$ cat config.mk
export PLATFORM = sky130hd
export DESIGN_NAME = unary_stream_decoder
export DESIGN_NICKNAME = d
export VERILOG_FILES = /design/src/rtl/unary_stream_decoder.sv
export SDC_FILE = /design/constraint.sdc
export NUM_CORES = 1
export LEC_CHECK = 0
export CORE_MARGIN = 5
export CORE_UTILIZATION = 49
export CTS_CLUSTER_SIZE = 25
export DETAILED_ROUTE_END_ITERATION = 6
export PLACE_DENSITY_LB_ADDON = 0.05
export SKIP_CTS_REPAIR_TIMING = 1
export SYNTH_ARGS = -nofsm -noshare
export SYNTH_HDL_FRONTEND = slang
export SYNTH_SLANG_ARGS = --single-unit
$ cat constraint.sdc
create_clock -name clk -period 3.8 [get_ports clk]
set_input_delay 0.38 -clock clk [delete_from_list [all_inputs] [get_ports clk]]
set_output_delay 0.38 -clock clk [all_outputs]
set_load 0.03 [all_outputs]
$ cat src/rtl/unary_stream_decoder.sv
// unary_stream_decoder: counts ones over frames of INPUT_WIDTH accepted bits,
// publishes live lower/upper bounds and a sticky early threshold decision
// while a frame is in progress, and hands the final count to a consumer.
//
// Handshakes: a transfer happens on a rising edge where valid and ready are
// both high. Input side: bit_valid/bit_ready, where bit_ready is decoded only
// from the registered state. Output side: value_valid/value_ready, where
// value_valid and value stay stable until that transfer edge. value_ready is
// ignored while value_valid is low.
module unary_stream_decoder #(
  parameter int INPUT_WIDTH = 32,
  parameter int COUNT_WIDTH = $clog2(INPUT_WIDTH + 1),
  parameter int THRESHOLD   = INPUT_WIDTH / 2
) (
  input  logic                   clk,
  input  logic                   reset,
  input  logic                   flush,
  input  logic                   bit_in,
  input  logic                   bit_valid,
  output logic                   bit_ready,
  output logic [COUNT_WIDTH-1:0] lower_bound,
  output logic [COUNT_WIDTH-1:0] upper_bound,
  output logic                   decided,
  output logic                   decision,
  output logic [COUNT_WIDTH-1:0] value,
  output logic                   value_valid,
  input  logic                   value_ready,
  output logic                   dbg_state_o
);

  typedef enum logic {
    COLLECT = 1'b0,
    HOLD    = 1'b1
  } state_e;

  // Counts never exceed INPUT_WIDTH, so COUNT_WIDTH-bit modular arithmetic
  // gives exact bounds (W - cnt cannot underflow).
  localparam logic [COUNT_WIDTH-1:0] WIDTH_C = COUNT_WIDTH'(INPUT_WIDTH);
  localparam logic [COUNT_WIDTH-1:0] THR_C   = COUNT_WIDTH'(THRESHOLD);
  localparam logic [COUNT_WIDTH-1:0] LAST_C  = COUNT_WIDTH'(INPUT_WIDTH - 1);

  state_e                 state_q, state_d;
  logic [COUNT_WIDTH-1:0] ones_q, ones_d;
  logic [COUNT_WIDTH-1:0] cnt_q, cnt_d;
  logic [COUNT_WIDTH-1:0] value_q, value_d;
  logic                   value_valid_q, value_valid_d;
  logic                   decided_q, decided_d;
  logic                   decision_q, decision_d;

  logic                   accept;
  logic [COUNT_WIDTH-1:0] ones_inc;
  logic [COUNT_WIDTH-1:0] ones_nx;
  logic [COUNT_WIDTH-1:0] cnt_nx;
  logic [COUNT_WIDTH-1:0] ub_nx;

  assign bit_ready   = (state_q == COLLECT);
  assign accept      = bit_valid && bit_ready;
  assign ones_inc    = ones_q + {{(COUNT_WIDTH-1){1'b0}}, bit_in};

  // Post-accept counts: the early decision is taken on the same edge that
  // accepts the bit that makes the outcome certain.
  assign ones_nx     = accept ? ones_inc : ones_q;
  assign cnt_nx      = accept ? (cnt_q + 1'b1) : cnt_q;
  assign ub_nx       = WIDTH_C - cnt_nx + ones_nx;

  assign lower_bound = ones_q;
  assign upper_bound = WIDTH_C - cnt_q + ones_q;
  assign decided     = decided_q;
  assign decision    = decision_q;
  assign value       = value_q;
  assign value_valid = value_valid_q;
  assign dbg_state_o = state_q;

  // Next-state logic: flush beats completion/release, which beats a plain accept.
  always_comb begin
    state_d       = state_q;
    ones_d        = ones_q;
    cnt_d         = cnt_q;
    value_d       = value_q;
    value_valid_d = value_valid_q;
    decided_d     = decided_q;
    decision_d    = decision_q;

    if (flush) begin
      ones_d        = '0;
      cnt_d         = '0;
      decided_d     = 1'b0;
      decision_d    = 1'b0;
      value_valid_d = 1'b0;
      state_d       = COLLECT;
    end else if (state_q == HOLD) begin
      if (value_ready) begin
        ones_d        = '0;
        cnt_d         = '0;
        decided_d     = 1'b0;
        decision_d    = 1'b0;
        value_valid_d = 1'b0;
        state_d       = COLLECT;
      end
    end else begin
      ones_d = ones_nx;
      cnt_d  = cnt_nx;
      if (!decided_q) begin
        if (ones_nx >= THR_C) begin
          decided_d  = 1'b1;
          decision_d = 1'b1;
        end else if (ub_nx < THR_C) begin
          decided_d  = 1'b1;
          decision_d = 1'b0;
        end
      end
      // Frame completion always fixes the outcome from the final count.
      if (accept && (cnt_q == LAST_C)) begin
        value_d       = ones_inc;
        value_valid_d = 1'b1;
        decided_d     = 1'b1;
        decision_d    = (ones_inc >= THR_C);
        state_d       = HOLD;
      end
    end
  end

  // State and datapath registers with asynchronous active-low reset.
  always_ff @(posedge clk or negedge reset) begin
    if (!reset) begin
      state_q       <= COLLECT;
      ones_q        <= '0;
      cnt_q         <= '0;
      value_q       <= '0;
      value_valid_q <= 1'b0;
      decided_q     <= 1'b0;
      decision_q    <= 1'b0;
    end else begin
      state_q       <= state_d;
      ones_q        <= ones_d;
      cnt_q         <= cnt_d;
      value_q       <= value_d;
      value_valid_q <= value_valid_d;
      decided_q     <= decided_d;
      decision_q    <= decision_d;
    end
  end

endmodule

After elaboration in Yosys (flattened, before gate mapping)
Cells that the tools add are included.
{"block": "op_classes", "order_cmp": 3, "reduce_logical": 7, "n_addsub": 6, "mux": 27, "n_bitwise": 2, "eq_ne": 3}
{"op": "2-to-1 mux 6 bit", "n": 7}
{"op": "2-to-1 mux 1 bit", "n": 20}
{"op": "adder 6 bit", "n": 2}
{"op": "greater-or-equal comparator 6 x 5 -> 1 bit, second input constant", "n": 2}
{"op": "subtractor 6 bit, first input constant", "n": 2}
{"op": "adder 6 x 1 -> 6 bit", "n": 1}
{"op": "adder 6 x 1 -> 6 bit, second input constant", "n": 1}
{"op": "equality test 6 x 5 -> 1 bit, second input constant", "n": 1}
{"op": "less-than comparator 6 x 5 -> 1 bit, second input constant", "n": 1}
{"op": "AND reduction 3 bit", "n": 2}
{"op": "nonzero test 5 bit", "n": 1}
{"op": "!= test 4 x 3 -> 1 bit, second input constant", "n": 1}
{"op": "!= test 3 bit, second input constant", "n": 1}
{"op": "nonzero test 3 bit", "n": 1}
{"op": "logical AND 1 bit", "n": 2}
{"op": "inverter 1 bit", "n": 2}
{"op": "AND reduction 2 bit", "n": 1}
{"block": "totals", "wordCells": 55, "reg_bits": 22, "inputBits": 6}

Longest topological paths before layout
{"block": "depth", "ltp_word": 12, "ltp_mapped": 12}

Least setup slack after synthesis
No wires, ideal clock.
{"block": "synth_timing", "path_kind": "flip-flop to flip-flop", "startpoint": "reg ones_q[0], in the netlist lower_bound[0]", "endpoint": "reg decision_q, in the netlist decision", "setup_slack_ps": 660, "arrival_time_ps": 3010, "setup_time_ps": 130, "stages_incl_launch_ff": 13, "path_cell_list": "dfrtp_1 ha_1 ha_1 nand3_1 or3_1 nand2_1 ha_1 ha_1 xnor3_1 and3_1 or3_1 mux2i_1 o31ai_1"}
{"block": "synth_between", "elab_chain_cells": 8}
{"element": "start, declared", "line": "43", "source": "logic [COUNT_WIDTH-1:0] ones_q, ones_d;"}
{"element": "start signal, assigned", "line": "135", "source": "ones_q <= ones_d;"}
{"element": "branches (longest 8 deep; another with adder 6 x 1 -> 6 bit)"}
{"element": "end signal, assigned", "line": "140", "source": "decision_q <= decision_d;"}
{"element": "end, declared", "line": "48", "source": "logic decision_q, decision_d;"}
Parallel ways; which one is timed is not known. The select of a mux whose other input is x is not followed.
A chain may end at the register's enable or synchronous reset.

Worst setup path in the final report
{"block": "layout_timing", "startpoint": "reg cnt_q[1]", "endpoint": "out upper_bound[5]"}
{"block": "layout_between", "elab_chain_cells": 2}
{"element": "start, declared", "line": "44", "source": "logic [COUNT_WIDTH-1:0] cnt_q, cnt_d;"}
{"element": "start signal, assigned", "line": "136", "source": "cnt_q <= cnt_d;"}
{"element": "subtractor 6 bit", "line": "67", "source": "assign upper_bound = WIDTH_C - cnt_q + ones_q;"}
{"element": "adder 6 bit", "line": "67"}
{"element": "end, declared", "line": "22", "source": "output logic [COUNT_WIDTH-1:0] upper_bound,"}
Every way passes these cells.

==> key figures <==
Status
  – Status: finished, final reports clean

Power
  – P per Cell Area: 269 nW/um^2
  – Peak VDD IR: 0.159 mV
  – Static Leak: 0.000875 uW

Critical path
  – Worst Setup Path Type: reg -> out
  – WP data required: 3420 ps
  – Most Frequent Cell on Critical Path: ha_1
  – CP max FO: 6
  – Critical-path cell list: inv_1, ha_1, ha_1, fa_1, a21o_1, a21oi_1, xnor2_1, clkdlybuf4s50_1
  – Critical Path Sink Type: output port
  – Crit path depth: 8
  – Crit-path leading delay family: adder cells
  – Worst path max stage delay: 690 ps
  – Worst Setup Start Kind: flop
  – Crit-path slowest cell: clkdlybuf4s50_1
  – CP bufs+invs: 2
  – Worst reg2reg path depth: 12
  – Worst path arrival time: 2960 ps

Placed design
  – Routability congestion estimate: 0.956
  – Inst Count DP: 259
  – Port Buf Inserts: 28
  – Area after DPL: 2040 um^2
  – Hpwl dp: 3340 um

Synth
  – Synth Area in Adders: 0.148
  – Post-synth net total: 218
  – Top FF cell, synth: dfrtp_1
  – Post-synth EDFFs: 0
  – Xor and xnor area share after synthesis: 0.0987
  – Commonest cells post-synth: dfrtp_1 (22), nand2_1 (21), ha_1 (19), a21oi_1 (17)
  – Synth top area share: 0.317
  – Largest family of logic cells by synthesized area: simple AND/OR/NAND/NOR gates
  – Fraction of the mapped netlist area in simple logic gates: 0.202
  – Syn Area/Cell: 9.05 um^2
  – Async SR Flop Fraction: 1.00
  – Count leader, synth: dfrtp_1
  – Multiplexer share of the synthesized area: 0.0187
  – Area leader, netlist: dfrtp_1
  – Sequential cell area fraction in the yosys report: 0.317
  – Synth unique cells: 47
  – Area contributors post-synth: dfrtp_1 (32%), ha_1 (14%), xnor2_1 (6.1%)
  – Yosys reg bits: 22
  – Synthesized cell area: 1740 um^2
  – Complex-gate fraction of the synthesized area: 0.166
  – Synth warnings: 0
  – Post-Synthesis Cells: 192

Clock tree
  – H-tree depth: 1
  – Worst skew pair latency: 320 ps
  – Clock tree buffer depth: 2
  – CTS clk-pin slew, worst paths: 130 ps
  – Clock root buffer: clkbuf_4
  – CTS tree: built
  – TritonCTS Buffers: 3
  – Sink Count: 22

Timing
  – Final Cycle Share: 0.879
  – Final hold vios: 0
  – Unrepaired setup endpoints after global routing: no
  – Max Slew Vio Count: 0
  – Worst Skew: 3.39 ps
  – Slew @ Worst Pin: 1030 ps
  – Maximum clock frequency: 299 MHz
  – Worst hold margin: 501 ps
  – Slew headroom: 0.312
  – TNS Setup: 0 ps
  – Endpoints failing setup: 0
  – Tmin final: 3340 ps

Floorplan
  – # IOs: 29
  – Die Y: 69.5 um
  – Row count: 21
  – Starting density of the core: 0.512
  – DIE WIDTH: 69.5 um
  – Core Box Area: 3390 um^2
  – Area of the die: 4840 um^2

Final layout
  – Nets: 244
  – Share of layout cells above drive strength 1: 0.0507
  – Reg area: 551 um^2
  – Fillers: 297
  – Synth-to-layout area growth: 20.6%
  – Finished layout cell area: 2090 um^2
  – ANT cells: 0
  – Multi-input logic area: 1100 um^2
  – Non-Filler Instances: 263

GRT
  – Met3 Usage GRT: 0.0319
  – Largest net degree at the start of global routing: 23
  – Global-route met1 utilization: 0.255
  – Initial antenna violation count: 0
  – First-pass GRT wire length: 7680 um
  – Total GRT Usage: 0.194
  – Global-route congestion overflow total: 0
  – GRT met2 Usage: 0.329
  – Vias in the first global route: 1591
  – Layer with the highest usage: met2

Routing
  – Final WL: 4340 um
  – Post-route antenna net violation count: 0
  – Vias post-DR: 1518
  – Initial detailed-routing violation count: 67
  – DRT Pass-1 Iters: 5
  – Via/cell ratio: 5.77
  – DRC: 0
  – Post-DR wirelength/cell: 16.5 um

Min path
  – Cells on Worst Hold Path: 2
  – HP Class: reg -> reg

Run
  – Max-Cap Viols: 0
-- final timing paths --
kind	slack (ps)	to	startpoint
worst max-delay path	460	upper_bound[5]	cnt_q[1]$_DFFE_PN0P_
worst max register to register	650	decision$_DFFE_PN0P_	lower_bound[0]$_DFFE_PN0P_
worst min-delay path	500	value[4]$_DFFE_PN0P_	value[4]$_DFFE_PN0P_
min in group asynchronous	610	cnt_q[5]$_DFFE_PN0P_	reset
worst min register to register	500	value[4]$_DFFE_PN0P_	value[4]$_DFFE_PN0P_
max in group asynchronous	2580	value[2]$_DFFE_PN0P_	reset
-- tightest hold or removal path: stages, from the launching register on --
cell,delay [ps]
dfrtp_1,370
nand2_1,50
o21ai_0,60
-- state kept, by name, indices dropped and copies added (netlist names) --
name         flops
decided          1
dbg_state_o      1
value            6
cnt_q            6
value_valid      1
decision         1
lower_bound      6
-- layout by cell type, fill, tap and decap left out, types with 2 or more instances in the layout --
cell	netlist	routed
clkdlybuf4s50_1	0	28
dfrtp_1	22	22
nand2_1	21	21
ha_1	19	19
a21oi_1	17	17
xnor2_1	12	12
nor2_1	12	12
inv_1	9	9
o21ai_0	9	9
xor2_1	5	5
nand3_1	5	5
nand2b_1	4	4
and3_1	4	4
or3_1	3	3
a22oi_1	3	3
o31ai_1	3	3
clkbuf_4	0	3
nor2b_1	2	2
a21o_1	2	2
nand4_1	2	2
nor3_1	2	2
nand3b_1	2	2
a41oi_1	2	2
o22a_1	2	2
mux2_2	2	2
buf_4	1	2
-- logic make-up (layout without fill, tap and decap cells) --
logic type,Yosys count,count (layout)
AOI/OAI and AO/OA,46,46
adders and majority gates,20,20
xor gates and xnor gates,18,18
DFF,22,22
muxes,3,3
and+or+nand+nor,64,64
buffers and inverters,19,44
-- where the power goes --
group | leakage (uW) | switching, uW | internal (uW)
clock network | 0.0000279 | 79.1 | 107
logic | 0.000541 | 75.9 | 57.9
registers | 0.000305 | 6.56 | 237
-- cell type report --
cell class	count	area share
clock buffer	3	0.0108
clock inverter	1	0.0143
inverter	10	0.0179
multi-input combinational	151	0.526
sequential	22	0.263
tap	46	0.0275
timing repair buffer	30	0.141
-- metrics by stage --
stage,power (uW),setup WS (ps),util
finish,564,459,0.618
global route,587,299,0.618
CTS,569,431,0.618
detailed placement,384,233,0.602
global placement,380,307,0.602
floorplan,333,660,-
-- metal layers --
metal / part of all wire / routed length (um)
met1: 0.42 / 1840
met2: 0.50 / 2160
met3: 0.065 / 281
met4: 0.012 / 51
met5: 0 / 0
(Power assumes the default switching activity.)
==> patch, RTL diff (config.mk and constraints unchanged) <==
Change the parameter `INPUT_WIDTH` from 32 to 128.
--- a/src/rtl/unary_stream_decoder.sv
+++ b/src/rtl/unary_stream_decoder.sv
@@ -10,3 +10,3 @@
 module unary_stream_decoder #(
-  parameter int INPUT_WIDTH = 32,
+  parameter int INPUT_WIDTH = 128,
   parameter int COUNT_WIDTH = $clog2(INPUT_WIDTH + 1),
Interface: changed (resized lower_bound, upper_bound and value); port bits go from 29 to 35. No check against the original RTL was run, so the function may have changed too.
==> patch against the original RTL <==
  * Area after synthesis up 24%
  * Final area is 25% higher
  * Power up 24%
  * Routed wire length grew 7.9%
  * Sequential cell count grew 6
  * Sequential share of layout area increased by 0.42 points
  * Worst setup slack lost 0.22 ns
  * Register-to-register slack improved by 0.07 ns
  * Largest cell class unchanged
==> patch: results <==
group,metric,value,unit
route,drt-pass1-iter-count,4,
clock_tree,worstSkewPairLatency,0.28,ns
worst_setup_path,cp.arrival,3.18,ns
power,power_leakage,1.146,nW
hold_path,min_path_type,"primary input to async pin",
route,met1_length,2157,um
clock_tree,cts_root_buf,"clkbuf_8",
synthesis,synth_nets,274,
worst_setup_path,worstPathMaxFanout,4,
worst_setup_path,rrSetupSlack,0.72,ns
place,hpwlAfterDp,3655,um
synthesis,synth_cell_types,44,
power,peakVddDrop,0.1479,mV
synthesis,seq_area_frac_synth,0.3241,
sta,finalClockSkew,0.005239,ns
cells_and_area,nets,307,
place,numPortBuffers,34,
synthesis,synthTopCellsByCount,"28 x dfrtp_1, 27 x ha_1, 27 x nand2_1, 26 x o21ai_0, 19 x nor2_1",
global_routing,grt_pass1_vias,1725,
global_routing,track_usage,0.1666,
synthesis,ys_top_cells_by_area,"dfrtp_1 32%, ha_1 16%, xnor2_1 6.9%",
sta,whs,0.4826,ns
status,outcome,"finished clean",
global_routing,grt_pass1_wl,8121,um
route,drt-vias-per-instance,5.404,
cells_and_area,fillers,396,
global_routing,grt_use_met3,0.02600,
route,totalWireLength,4679,um
worst_setup_path,endpoint,"upper_bound[7]",
route,wl_met3,191,um
cells_and_area,drive_above_1_share,0.06985,
clock_tree,clk_pin_slew,0.10,ns
route,dr_wl_met2,2297,um
## patch: cell type report
type                            count  share of cell area
Multi-Input combinational cell    186              0.5155
Sequential cell                    28              0.2670
Timing Repair Buffer               39              0.1440
Tap cell                           52             0.02480
Inverter                           15             0.02146
Clock buffer                        3             0.01574
Clock inverter                      1             0.01144
## patch: stage by stage
stage | std cells | setup slack, ns | area [um^2]
final | 324 | 0.2377 | 2624
after global routing | 324 | 0.03834 | 2624
after CTS | 324 | 0.2064 | 2624
after detailed placement | 320 | 0.3131 | 2552
after global placement | 320 | 0.4003 | 2552
after floorplan | 240 | 0.6603 | 2162
## patch: cell families after synthesis
logic type	share of synthesized area
AO/OA/AOI/OAI	0.1557
AND/OR/NAND/NOR	0.1788
multiplexers	0.01215
XOR/XNOR	0.1134
adder cells (fa/ha/maj)	0.1655
buffers and inverters	0.05035
flip-flops	0.3241
## patch: report_power, final
group	internal, W	leakage [nW]	switching, W
clock network	0.000141	0.0357	0.0000966
registers	0.000301	0.389	0.00000438
logic	0.0000673	0.721	0.0000904
